==> config.mk <==
export PLATFORM = sky130hd
export DESIGN_NAME = vga_timing_counter
export DESIGN_NICKNAME = d
export VERILOG_FILES = /design/src/rtl/vga_timing_counter.sv
export SDC_FILE = /design/constraint.sdc
export NUM_CORES = 1
export LEC_CHECK = 0
export CORE_ASPECT_RATIO = 0.6
export CORE_MARGIN = 3
export CORE_UTILIZATION = 25
export DETAILED_ROUTE_END_ITERATION = 8
export PLACE_DENSITY_LB_ADDON = 0.2
export SYNTH_ARGS = -nofsm -noshare
export SYNTH_HDL_FRONTEND = slang
export SYNTH_SLANG_ARGS = --single-unit
export TNS_END_PERCENT = 30
==> constraint.sdc <==
create_clock -name clk25 -period 4.2 [get_ports clk25]
set_input_delay 1.26 -clock clk25 [delete_from_list [all_inputs] [get_ports clk25]]
set_output_delay 1.26 -clock clk25 [all_outputs]
set_load 0.005 [all_outputs]
==> src/rtl/vga_timing_counter.sv <==
// ---------------------------------------------------------------------------
// vga_timing_counter
//
// Raster position generator for a VGA-style display. A "lead" counter runs
// PREFETCH pixel clocks ahead of the visible pixel position. Fetch logic can
// then request pixel data early. The pixel position is the lead counter
// passed through a PREFETCH-deep delay pipeline, so the two positions can
// never drift apart.
//
// A genlock request restarts the frame at a line boundary. If the request
// arrives on the last clock of a line, the restart happens at once.
// Otherwise the request is armed and applied at the next end of line.
//
// Parameters
//   X_RES, Y_RES       visible pixels per line / visible lines per frame
//   H_TOTAL, V_TOTAL   clocks per line / lines per frame, blanking included
//   PREFETCH           lead of the prefetch position in clocks (1..8)
//
// Ports
//   clk25              pixel clock, the only clock
//   rst_n              asynchronous active-low reset
//   enable             clock enable; low freezes all state
//   genlock_req        restart the frame at the next line boundary
//   pixel_position_x/y current raster position (0..H_TOTAL-1, 0..V_TOTAL-1)
//   prefetch_x/y       raster position PREFETCH clocks ahead
//   prefetch_valid     prefetch position lies inside the visible area
//   line_start         pixel x is 0 while enabled
//   frame_start        pixel position is (0,0) while enabled
//   frame_count        frames started since reset, modulo 256
//   locked             a genlock restart has been applied since reset
// ---------------------------------------------------------------------------
module vga_timing_counter #(
   parameter int X_RES    = 640,
   parameter int Y_RES    = 480,
   parameter int H_TOTAL  = 800,
   parameter int V_TOTAL  = 525,
   parameter int PREFETCH = 2
) (
   input  logic       clk25,
   input  logic       rst_n,
   input  logic       enable,
   input  logic       genlock_req,
   output logic [9:0] pixel_position_x,
   output logic [9:0] pixel_position_y,
   output logic [9:0] prefetch_x,
   output logic [9:0] prefetch_y,
   output logic       prefetch_valid,
   output logic       line_start,
   output logic       frame_start,
   output logic [7:0] frame_count,
   output logic       locked
);

   localparam logic [9:0] H_LAST   = 10'(H_TOTAL - 1);
   localparam logic [9:0] V_LAST   = 10'(V_TOTAL - 1);
   localparam logic [9:0] X_RES_W  = 10'(X_RES);
   localparam logic [9:0] Y_RES_W  = 10'(Y_RES);
   localparam logic [9:0] LEAD_RST = 10'(PREFETCH);

   typedef enum logic {
      ST_RUN   = 1'b0,
      ST_ARMED = 1'b1
   } state_t;

   state_t     state_r;
   state_t     state_s;

   logic [9:0] lead_x_r;
   logic [9:0] lead_y_r;
   logic [9:0] lead_x_s;
   logic [9:0] lead_y_s;
   logic       at_line_end_s;
   logic       restart_s;

   // Delay pipeline. Stage 0 is the newest entry and holds lead-1. Stage
   // PREFETCH-1 is the oldest entry and holds the pixel position.
   logic [9:0] pipe_x_r [PREFETCH];
   logic [9:0] pipe_y_r [PREFETCH];

   // Position that the pixel output takes on the next enabled clock.
   logic [9:0] next_px_s;
   logic [9:0] next_py_s;
   logic       enter_frame_s;

   logic       locked_r;
   logic [7:0] frame_count_r;

   assign at_line_end_s = (lead_x_r == H_LAST);

   // Genlock FSM and next lead position. A restart replaces the normal
   // (0, y+1) wrap with (0, 0).
   always_comb begin
      state_s   = state_r;
      restart_s = 1'b0;
      lead_x_s  = lead_x_r;
      lead_y_s  = lead_y_r;

      case (state_r)
         ST_RUN: begin
            if (genlock_req) begin
               if (at_line_end_s) begin
                  restart_s = 1'b1;
                  state_s   = ST_RUN;
               end else begin
                  state_s   = ST_ARMED;
               end
            end else begin
               state_s = ST_RUN;
            end
         end
         ST_ARMED: begin
            // In this state further requests are ignored; only the line end matters.
            if (at_line_end_s) begin
               restart_s = 1'b1;
               state_s   = ST_RUN;
            end else begin
               state_s   = ST_ARMED;
            end
         end
         default: begin
            state_s = ST_RUN;
         end
      endcase

      if (at_line_end_s) begin
         lead_x_s = 10'd0;
         if (restart_s) begin
            lead_y_s = 10'd0;
         end else if (lead_y_r == V_LAST) begin
            lead_y_s = 10'd0;
         end else begin
            lead_y_s = lead_y_r + 10'd1;
         end
      end else begin
         lead_x_s = lead_x_r + 10'd1;
         lead_y_s = lead_y_r;
      end
   end

   // Lead counter and FSM state register, frozen while enable is low.
   always_ff @(posedge clk25 or negedge rst_n) begin
      if (!rst_n) begin
         state_r  <= ST_RUN;
         lead_x_r <= LEAD_RST;
         lead_y_r <= 10'd0;
      end else if (enable) begin
         state_r  <= state_s;
         lead_x_r <= lead_x_s;
         lead_y_r <= lead_y_s;
      end
   end

   // Delay pipeline. The reset preload makes the pixel position trail the lead
   // counter by exactly PREFETCH steps from the first clock onward.
   always_ff @(posedge clk25 or negedge rst_n) begin
      if (!rst_n) begin
         for (int i = 0; i < PREFETCH; i++) begin
            pipe_x_r[i] <= 10'(PREFETCH - 1 - i);
            pipe_y_r[i] <= 10'd0;
         end
      end else if (enable) begin
         pipe_x_r[0] <= lead_x_r;
         pipe_y_r[0] <= lead_y_r;
         for (int i = 1; i < PREFETCH; i++) begin
            pipe_x_r[i] <= pipe_x_r[i-1];
            pipe_y_r[i] <= pipe_y_r[i-1];
         end
      end
   end

   generate
      if (PREFETCH == 1) begin : g_next_from_lead
         assign next_px_s = lead_x_r;
         assign next_py_s = lead_y_r;
      end else begin : g_next_from_pipe
         assign next_px_s = pipe_x_r[PREFETCH-2];
         assign next_py_s = pipe_y_r[PREFETCH-2];
      end
   endgenerate

   // A frame starts when the pixel position moves onto (0,0) from any other
   // position. A normal wrap and a genlock jump both count.
   assign enter_frame_s = (next_px_s == 10'd0) && (next_py_s == 10'd0) &&
                          !((pipe_x_r[PREFETCH-1] == 10'd0) &&
                            (pipe_y_r[PREFETCH-1] == 10'd0));

   // Genlock status, set by the first restart and cleared only by reset.
   always_ff @(posedge clk25 or negedge rst_n) begin
      if (!rst_n) begin
         locked_r <= 1'b0;
      end else if (enable && restart_s) begin
         locked_r <= 1'b1;
      end
   end

   // Frame counter, which wraps modulo 256.
   always_ff @(posedge clk25 or negedge rst_n) begin
      if (!rst_n) begin
         frame_count_r <= 8'd0;
      end else if (enable && enter_frame_s) begin
         frame_count_r <= frame_count_r + 8'd1;
      end
   end

   assign pixel_position_x = pipe_x_r[PREFETCH-1];
   assign pixel_position_y = pipe_y_r[PREFETCH-1];
   assign prefetch_x       = lead_x_r;
   assign prefetch_y       = lead_y_r;
   assign prefetch_valid   = (lead_x_r < X_RES_W) && (lead_y_r < Y_RES_W);
   assign line_start       = enable && (pipe_x_r[PREFETCH-1] == 10'd0);
   assign frame_start      = enable && (pipe_x_r[PREFETCH-1] == 10'd0) &&
                             (pipe_y_r[PREFETCH-1] == 10'd0);
   assign frame_count      = frame_count_r;
   assign locked           = locked_r;

endmodule
==> metrics.yaml <==
worst_setup_path:
  r2r-end: "prefetch_y[6]"
  cp_slowest_cell: "clkdlybuf4s50_1"
  crit_path_max_fanout: 5
  arrival_ns: 2.18
  slowest_delay_ns: 0.53
  startpoint: "pixel_position_x[1]"
  timing.rr.start: "prefetch_x[1]"
  crit_path_end: "frame_start"
  worst_setup_path_start_kind: "register"
  r2r_setup_slack_ns: 1.50
  cp_data_required_time_ns: 2.94
  reg2reg_depth: 5
  crit_path_end_kind: "primary output"
  critPathKind: "register to primary output"
  cp_cell_sequence: "nor4_1, nand4_1, nor3_1, clkdlybuf4s50_1"
cts:
  cts_sinks: 70
  cts.clk_slew.worst_paths_ns: 0.05
  cts_tree: "built"
  cts_buffers: 9
  cts.htree.levels: 3
  ctsHoldBuffers: 0
  cts_root_buf: "clkbuf_16"
  clock_path_buffers: 2
  post_cts_buffers: 0
  cts_resized: 0
  clk_latency_ns: 0.33
detailed_routing:
  vias_per_cell: 4.69
  route.top_layer_used: "met4"
  drcViolationCount: 0
  wire_per_inst_um: 16.5
  ant_nets: 0
  dr.pass1.iters: 4
  route.met3.wl_um: 412
  vias: 2314
  wl_met1_um: 4550
  wl_um: 8140
  dr_wl_met2_um: 3070
  drt-initial-drc-count: 124
timing:
  hold_viol: 0
  layout_setup_ws_ns: 0.763
  fin_crit_ns: 3.44
  slew_viol_final: 0
  skew_ns: 0.00366
  fmaxAchievable_mhz: 291
  worst_pin_slew_ns: 0.855
  setup_violations: 0
  max_slew_margin: 0.430
  rsz0062_at_grt: "false"
  fin_crit_sh: 0.818
  fin_setup_tns_ns: 0
placement:
  post-place-cells: 477
  place_congestion: 0.774
  place_area_um2: 3880
  portBuffers: 55
  place_ws_ns: 0.701
  dp_hpwl_um: 5910
die:
  die_area_um2: 14000
  initial_core_util: 0.258
  ios: 56
  die_w_um: 151
  die_y_um: 92.9
  coreArea_um2: 12200
  rows: 31
pwr:
  leakage_uw: 0.00177
  powerDensity_nw_per_um2: 467
  max-vdd-ir-drop_mv: 0.215
finish:
  final_common_cell: "dfrtp_1"
  fin_cells: 493
  area_delta_synth_final_pct: 34.3
  design_area_um2: 4220
  insertedDiodeCount: 0
  drive_gt1_frac: 0.207
  mostFrequentLayoutCells: "68 x dfrtp_1, 53 x clkdlybuf4s50_1, 41 x mux2_2, 17 x nor2_1, 14 x nand2_1"
  num-nets-final: 331
global_route:
  grt-ovfl-total: 0
  antenna_found_initial: 0
  grt_pass1_wl_um: 13400
  grt_usage: 0.125
  grt_max_degree: 52
  grt_pass1_vias: 2336
flow_run:
  drv_cap: 0
synth:
  syn_inst: 262
  synthDominantCellAreaShare: 0.541
  synth_compound_area_frac: 0.0625
  yosysUniqueCellTypes: 38
  synth_top_family_by_area: "multiplexers"
  synthTopCellsByArea: "dfrtp_1 54%, mux2_2 15%, xnor2_1 2.8%"
  syn_area_um2: 3140
  synth_nets: 270
  avgSynthCellArea_um2: 12.0
  synth_mux_area_frac: 0.150
  synth_seq_cells: 70
  ys_seq_area_frac: 0.558
  yosysWarnings: 0
  synthAdderAreaFrac: 0.0159
  synth_xor_area_frac: 0.0474
  synth_area_leader_cell: "dfrtp_1"
  yosys.area_share.simple: 0.148
min_path:
  min_path_cells: 1
  hold_class: "register to register"
status:
  status: "finished, final reports clean"
[logic make-up (layout without fill, tap and decap cells)]
| kind of cell | count (synthesis) | in the layout |
|---|---|---|
| flip-flops | 70 | 70 |
| multiplexers | 42 | 42 |
| buffers and inverters | 15 | 81 |
| AO/OA/AOI/OAI | 28 | 28 |
| XOR/XNOR | 17 | 17 |
| AND/OR/NAND/NOR | 86 | 86 |
| adder cells (fa/ha/maj) | 4 | 4 |
[how the worst min path moves through the flow]
stage / from / to / slack, ns
after CTS: frame_count[7] / frame_count[7] / 0.47
after floorplan: state_r / state_r / 0.46
after global placement: frame_count[7] / frame_count[7] / 0.47
after detailed placement: frame_count[7] / frame_count[7] / 0.46
final: frame_count[7] / frame_count[7] / 0.47
after global routing: frame_count[7] / frame_count[7] / 0.49
[per-stage QoR]
stage / hold slack (ns) / utilization / total power, uW
2_1_floorplan: 0.463 / - / 961
3_3_place_gp: 0.472 / 0.319 / 1140
3_5_place_dp: 0.461 / 0.319 / 1140
4_1_cts: 0.468 / 0.347 / 2000
5_1_grt: 0.485 / 0.347 / 2070
6_report: 0.469 / 0.347 / 1970
[synth_stat cells, drive strengths merged]
master,count
or4b,1
a21oi,4
and3b,1
a21o,1
o21ai,6
mux2,41
dfrtp,68
ha,4
a2111oi,4
xnor2,10
a22o,1
or3,7
nand3,11
or4,3
o21bai,1
buf,2
nor3,6
nand2,14
inv,6
nand4,10
nor4b,1
xor2,7
clkbuf,7
o2111ai,3
mux2i,1
and3,2
and2,1
or2,1
nor4,8
o22ai,1
and4,3
dfstp,2
nor2,17
o311ai,1
o211ai,6
[flip-flops by register name, summed over array words and instances, names as in the netlist]
signal,cells
next_px_s,10
prefetch_y,10
prefetch_x,10
state_r,1
next_py_s,10
frame_count,8
locked,1
pixel_position_x,10
pixel_position_y,10
[report_power, final]
| group | switching [uW] | internal (uW) | leakage (uW) | total (uW) |
|---|---|---|---|---|
| clock network | 275 | 567 | 0.000166 | 842 |
| registers | 92.2 | 754 | 0.000907 | 846 |
| logic | 118 | 165 | 0.000695 | 282 |
| total | 485 | 1490 | 0.00177 | 1970 |
[worst max-delay path: cells and delay by family (launching register included)]
kind / cells / cell delay, ns
and+or+nand+nor: 3 / 0.93
buffers and inverters: 1 / 0.53
DFF: 1 / 0.39
[layout make-up]
class / instances / area, um2
clock buffer: 13 / 270
clock inverter: 3 / 65.1
fill: 1226 / 7960
inverter: 6 / 22.5
multi-input combinational: 177 / 1330
sequential: 70 / 1750
tap: 165 / 206
timing repair buffer: 59 / 571
[routing by layer]
layer | global-route usage | up-vias
li1 | - | 1101
met1 | 0.196 | 1149
met2 | 0.156 | 50
met3 | 0.0430 | 14
met4 | 0.0407 | 0
met5 | 0 | -
(Power assumes the default switching activity.)
